[config.mk]
export PLATFORM = sky130hd
export DESIGN_NAME = cp0_unit
export DESIGN_NICKNAME = d
export VERILOG_FILES = /design/src/rtl/cp0_unit.sv
export SDC_FILE = /design/constraint.sdc
export NUM_CORES = 1
export LEC_CHECK = 0
export BUFFER_PORTS_ARGS = -buffer_cell sky130_fd_sc_hd__buf_2
export CELL_PAD_IN_SITES_DETAIL_PLACEMENT = 0
export CELL_PAD_IN_SITES_GLOBAL_PLACEMENT = 1
export CORE_MARGIN = 1
export CORE_UTILIZATION = 37
export DETAILED_ROUTE_END_ITERATION = 10
export GPL_ROUTABILITY_DRIVEN = 0
export GPL_TIMING_DRIVEN = 0
export PLACE_DENSITY = 0.94
export SETUP_SLACK_MARGIN = 0.2
export SLEW_MARGIN = 20
export SYNTH_ARGS = -nofsm -noshare
export SYNTH_HDL_FRONTEND = slang
export SYNTH_SLANG_ARGS = --single-unit
[constraint.sdc]
create_clock -name clk -period 6.5 [get_ports clk]
set_input_delay 1.3 -clock clk [delete_from_list [all_inputs] [get_ports clk]]
set_output_delay 1.3 -clock clk [all_outputs]
set_load 0.1 [all_outputs]
[src/rtl/cp0_unit.sv]
// cp0_unit - Coprocessor 0 for the pipelined MIPS core, sitting at the M stage.
//
// Holds SR, Cause, EPC and PRId and serves mfc0/mtc0. Hardware interrupts
// are arbitrated against synchronous exceptions. On exception entry the block
// raises IntExcReq and latches EPC for the next-PC logic, which also reads
// EPC on eret.
//
// Optional feature: define CP0_BADVADDR_EN to add the BadVAddr register
// (reg 8, read-only) and the BadVAddrIn port. It captures the faulting
// address on AdEL/AdES entry. Without the macro, reg 8 reads 0.
//
// Ports:
//   clk        in   1   system clock, rising edge
//   reset_n    in   1   asynchronous active-low reset
//   A          in   5   CP0 register number for mfc0/mtc0
//   DIn        in  32   mtc0 write data
//   WE         in   1   mtc0 write enable
//   DOut       out 32   mfc0 read data, combinational from A
//   VPC        in  32   PC of the M-stage instruction
//   BD         in   1   M-stage instruction is in a branch delay slot
//   ExcCodeIn  in   5   exception code of the M-stage instruction (0 = none)
//   HWInt      in   6   external interrupt lines, level sensitive
//   EXLClr     in   1   eret in M, clears SR.EXL
//   IntExcReq  out  1   take interrupt/exception this cycle
//   EPC        out 32   current EPC register
//   BadVAddrIn in  32   faulting address (only with CP0_BADVADDR_EN)
module cp0_unit #(
    parameter logic [31:0] PRID     = 32'h2020_1130,
    parameter logic [5:0]  IM_RESET = 6'b000000
) (
    input  logic        clk,
    input  logic        reset_n,
    input  logic [4:0]  A,
    input  logic [31:0] DIn,
    input  logic        WE,
    output logic [31:0] DOut,
    input  logic [31:0] VPC,
    input  logic        BD,
    input  logic [4:0]  ExcCodeIn,
    input  logic [5:0]  HWInt,
    input  logic        EXLClr,
    output logic        IntExcReq,
`ifdef CP0_BADVADDR_EN
    input  logic [31:0] BadVAddrIn,
`endif
    output logic [31:0] EPC
);

    // Handler state is exactly SR.EXL.
    typedef enum logic {NORMAL = 1'b0, IN_HANDLER = 1'b1} hstate_t;

    hstate_t     state, state_n;
    logic [5:0]  im, im_n;
    logic        ie, ie_n;
    logic        cause_bd, cause_bd_n;
    logic [5:0]  cause_ip;
    logic [4:0]  exc_code, exc_code_n;
    logic [31:0] epc_q, epc_n;
    logic [31:0] epc_entry;
    logic        exl, int_req, exc_req, req;

    assign exl     = (state == IN_HANDLER);
    assign int_req = (|(HWInt & im)) & ie & ~exl;
    assign exc_req = (ExcCodeIn != 5'd0) & ~exl;
    // Gated with reset_n so nothing is requested while reset is held.
    assign req       = (int_req | exc_req) & reset_n;
    assign IntExcReq = req;
    assign EPC       = epc_q;

    // A delay-slot instruction restarts at its branch.
    assign epc_entry = BD ? (VPC - 32'd4) : VPC;

    // Next-state and register updates. Entry wins over any mtc0 because the
    // writing instruction is being cancelled. eret wins over an SR write for EXL.
    always_comb begin
        state_n    = state;
        im_n       = im;
        ie_n       = ie;
        cause_bd_n = cause_bd;
        exc_code_n = exc_code;
        epc_n      = epc_q;
        if (req) begin
            state_n    = IN_HANDLER;
            cause_bd_n = BD;
            exc_code_n = int_req ? 5'd0 : ExcCodeIn;
            epc_n      = {epc_entry[31:2], 2'b00};
        end else begin
            if (WE && A == 5'd12) begin
                im_n    = DIn[15:10];
                ie_n    = DIn[0];
                state_n = DIn[1] ? IN_HANDLER : NORMAL;
            end
            if (EXLClr)
                state_n = NORMAL;
            if (WE && A == 5'd14)
                epc_n = DIn;
        end
    end

    always_ff @(posedge clk or negedge reset_n) begin
        if (!reset_n) begin
            state    <= NORMAL;
            im       <= IM_RESET;
            ie       <= 1'b0;
            cause_bd <= 1'b0;
            cause_ip <= 6'd0;
            exc_code <= 5'd0;
            epc_q    <= 32'd0;
        end else begin
            state    <= state_n;
            im       <= im_n;
            ie       <= ie_n;
            cause_bd <= cause_bd_n;
            cause_ip <= HWInt;       // free-running sample of the lines
            exc_code <= exc_code_n;
            epc_q    <= epc_n;
        end
    end

`ifdef CP0_BADVADDR_EN
    logic [31:0] badvaddr;

    // Captured only for address-error exceptions, never for interrupts.
    always_ff @(posedge clk or negedge reset_n) begin
        if (!reset_n)
            badvaddr <= 32'd0;
        else if (req && !int_req && (ExcCodeIn == 5'd4 || ExcCodeIn == 5'd5))
            badvaddr <= BadVAddrIn;
    end
`endif

    // mfc0 read mux; no bypass, so a same-cycle mtc0 is not visible.
    always_comb begin
        DOut = 32'd0;
        case (A)
`ifdef CP0_BADVADDR_EN
            5'd8:  DOut = badvaddr;
`endif
            5'd12: DOut = {16'd0, im, 8'd0, exl, ie};
            5'd13: DOut = {cause_bd, 15'd0, cause_ip, 3'd0, exc_code, 2'd0};
            5'd14: DOut = epc_q;
            5'd15: DOut = PRID;
            default: DOut = 32'd0;
        endcase
    end

    logic unused_bits;
    assign unused_bits = ^{DIn[31:16], DIn[9:2], epc_entry[1:0]};

endmodule

* Yosys cells after proc, flatten, opt, wreduce, memory -nomap -nowiden
Index checks and enable logic that the tools add are counted.
** Cells by class
- Bitwise logic cells :: 8
- Add/subtract/negate cells :: 1
- Mux-type cells :: 9
- Equal/unequal tests :: 4
- Reductions and logical operators :: 7
** Operators with widths (number)
- case mux 32 bit (4 select lines) :: 1
- 2-to-1 mux 32 bit :: 3
- subtractor 32 x 3 -> 32 bit, second input constant :: 1
- == test 5 x 4 -> 1 bit, second input constant :: 4
- AND 6 bit :: 1
- OR reduction 6 bit :: 1
- 2-to-1 mux 5 bit :: 1
- nonzero test 5 bit :: 1
- AND 1 bit :: 4
- 2-to-1 mux 1 bit :: 4
- nonzero test 3 bit :: 1
- logical AND 1 bit :: 2
- NOT 1 bit :: 2
- AND reduction 2 bit :: 1
- nonzero test 2 bit :: 1
- bitwise OR 1 bit :: 1
** Storage, ports and cells
- Logic and storage cells :: 36
- Bits in registers :: 52
- Input port bits :: 85

* Longest topological paths before layout
- Depth after elaboration :: 8
- Mapped depth :: 7

* Worst setup path before layout
No wires, ideal clock.
- Kind :: input to output
- Start :: input port A[1]
- End :: output port DOut[12]
- Data arrival time :: 4.009 ns
- Slack :: 1.191 ns
- Stages on the path :: 4
- Cell sequence :: buf_4 > clkbuf_1 > a211oi_1 > nor3_1
** On the way
- Longest elaborated chain between the ends :: 2
- Elaborated cells on any way between the ends :: 5
- Those cells by class :: eq/ne (4); mux (1)
** Ends and longest elaborated chain
- start: declaration :: RTL line 33 : input logic [4:0] A,
- == test 5 x 4 -> 1 bit :: RTL line 135 : case (A)
- case mux 32 bit (4 select lines) (*) :: RTL line 135
- end: declaration :: RTL line 36 : output logic [31:0] DOut,
Mark *: on every way between the ends. The rest lies on a longest branch, timed or not.

* Worst setup path in the final report
- Start :: input port reset_n
- End :: output port IntExcReq
** On the way
- Longest elaborated chain between the ends :: 1
** Ends and longest elaborated chain
- start: declaration :: RTL line 32 : input logic reset_n,
- AND 1 bit :: RTL line 66 : assign req = (int_req | exc_req) & reset_n;
- end: declaration :: RTL line 42 : output logic IntExcReq,
No other way between the ends.

==> impl_metrics.json <==
{
  "outcome": "complete, no violations",
  "diodes": 0,
  "avgRoutedWirePerCell_um": 16.64,
  "grt_max_degree": 54,
  "cts_resized": 0,
  "grt_first_pass_wirelength_mm": 16.46,
  "critPathKind": "input pin to output pin",
  "clockBufferDepth": 2,
  "gr-total-overflow": 0,
  "hold_ws_ps": 530.7,
  "cts_setup_buffers": 0,
  "cap_violations": 0,
  "worst_slew_pin_slew_ps": 884.2,
  "htreeDepth": 2,
  "synth_seq_cells": 52,
  "io_buffers": 144,
  "dr.pass1.iters": 6,
  "cp.arrival_ps": 3680,
  "track_usage_pct": 21.90,
  "cp_max_fo": 53,
  "final_cell_mix": "buf_2 (147), dfrtp_1 (52), nor2_1 (32)",
  "ys_seq_area_share_pct": 39.22,
  "crit_required_ps": 5200,
  "cp_slowest_cell": "buf_2",
  "max-vdd-ir-drop_v": 0.0002093,
  "dp.cells": 610,
  "rsz0062_at_grt": "no",
  "fin_nets": 595,
  "dr_total_vias": 3297,
  "min_path_type": "register to register",
  "cp_common_cell": "buf_2",
  "syn_to_final_growth_pct": 29.52,
  "cts_tree": "yes",
  "yosysWarnings": 0,
  "fmax_mhz": 200.8,
  "synth_fp_nets": 444,
  "setup_violations": 0,
  "hpwl_mm": 8.027,
  "syn_avg_cell_area_um2": 9.269,
  "grt_pass1_vias": 3192,
  "die_w_um": 96.70,
  "power.leakage_nw": 1.978,
  "maxSlewViolCount": 0,
  "vias_per_cell": 5.335,
  "fin_util_pct": 49.28,
  "antenna_found_initial": 0,
  "final_common_cell": "buf_2",
  "cts_buffers": 5,
  "clk_latency_ps": 310,
  "start_util_pct": 38.05,
  "drc": 0,
  "clkSinkCount": 52,
  "clkTransAtPathRegs_ps": 100,
  "ant_nets": 0,
  "period_share_pct": 76.60,
  "initialDrtViolationCount": 145,
  "clockRootBuffer": "clkbuf_8",
  "crit_chain": "buf_4, nand2b_1, a31oi_1, buf_2, buf_1, buf_2",
  "power.density_mw_per_mm2": 302.1,
  "die_area_mm2": 0.009351,
  "syn_inst": 358,
  "nFillCells": 863,
  "end_kind": "output pin",
  "relSlewSlack_pct": 40.92,
  "ios": 150,
  "postCtsHoldBufs": 0,
  "ys_types": 44,
  "die_y_um": 96.70,
  "finClkSkew_ps": 9.330,
  "finalHoldViolCount": 0,
  "critPathTopFamily": "buffers and inverters",
  "yosysTopAreaCell": "dfrtp_1",
  "synth_area_leaders": "dfrtp_1 (39%), mux2i_1 (5.7%), a211oi_1 (5.0%), xor2_1 (4.2%), a21oi_1 (3.8%)",
  "critical_path.max_stage_delay_ps": 530,
  "setup_tns_ps": 0,
  "fp.coreArea_mm2": 0.008721,
  "syn_area_mm2": 0.003318,
  "drive_gt1_share_pct": 34.71,
  "worst-path-buf-inv": 4,
  "num_rows": 34,
  "final_cells": 618,
  "start_kind": "input pin",
  "fin_crit_ps": 4979,
  "synth_top_cell_area_share_pct": 39.22,
  "drt_wl_total_mm": 10.28
}
power breakdown:
| group | leakage [nW] | internal [mW] | switching, mW |
|---|---|---|---|
| logic | 1.30 | 0.130 | 0.496 |
| clock network | 0.0614 | 0.126 | 0.111 |
| registers | 0.616 | 0.386 | 0.0494 |
worst paths after layout:
check | start | end | slack, ps | depth (start not counted)
worst max-delay path | reset_n | IntExcReq | 1520 | 6
max in group asynchronous | reset_n | cause_ip[0] | 5010 | 1
min in group asynchronous | reset_n | cause_ip[1] | 1020 | 1
worst min register to register | cause_bd | cause_bd | 530 | 1
worst min-delay path | cause_bd | cause_bd | 530 | 1
worst max register to register | im[3] | im[4] | 4000 | 5
worst reg2reg max path, cell delays in order, from the launching register on:
cell and delay [ps]:
dfrtp_1 400, a22o_1 220, o31ai_1 670, a31oi_1 330
nor2_2 390, mux2_2 390
state kept, by name (all words and copies together), names as in the netlist:
| name | cells |
|---|---|
| cause_ip | 6 |
| ie | 1 |
| exc_code | 5 |
| exl | 1 |
| EPC | 32 |
| im | 6 |
| cause_bd | 1 |
cell usage after synthesis:
library cell,count
a211oi_1,22
a21oi_1,25
a22o_1,3
a22oi_1,4
a31oi_1,5
and2_1,15
and2b_1,6
buf_1,1
buf_2,4
buf_4,4
buf_6,1
clkbuf_1,12
dfrtp_1,52
ha_1,1
inv_1,10
mux2_2,8
mux2i_1,19
nand2_1,17
nand2b_1,2
nand3_1,5
nand3_2,1
nand3b_1,2
nand4_1,5
nand4bb_4,1
nor2_1,32
nor2_2,1
nor2b_1,20
nor3_1,7
nor3_4,3
nor3b_1,3
nor4_1,5
nor4_4,1
nor4b_4,1
nor4bb_1,1
o211ai_1,1
o21ai_0,18
o21bai_1,1
o31ai_1,2
o41ai_1,1
or3_1,4
or4_1,5
or4b_1,2
xnor2_1,9
xor2_1,16
kinds of logic (layout without fill, tap and decap cells):
logic type	after synthesis	count (layout)	synth area share [%]
simple gates	139	139	25.64
compound gates	82	82	15.27
fa+ha+maj	1	1	0.3770
xor+xnor	25	25	6.599
mux	27	27	8.446
buf+inv	32	184	4.449
flops	52	52	39.22
final cells by class:
type                       instances  area [µm²]  area share [%]
timing repair buffer             144       723.2           16.83
sequential                        52        1301           30.28
buffer                            22       110.1           2.562
multi-input combinational        274        1869           43.49
clock buffer                       6       82.58           1.921
clock inverter                     2       38.79          0.9025
tap                              108       135.1           3.144
inverter                          10       37.54          0.8734
routing by layer:
metal | up-vias | wire length [µm] | GRT usage [%]
met1 | 1571 | 4600 | 30.24
met3 | 12 | 598 | 3.396
met2 | 134 | 4927 | 35.59
met4 | 0 | 157 | 6.200
met5 | - | 0 | 0
li1 | 1580 | - | -
through the flow:
stage	area [µm²]	power, mW	setup WS, ps
after floorplan	3318	0.9260	1191
after global placement	4174	1.060	1112
after detailed placement	4177	1.067	1488
after CTS	4298	1.307	1484
after global routing	4298	1.357	1297
final	4298	1.298	1521
(Power assumes the default switching activity.)
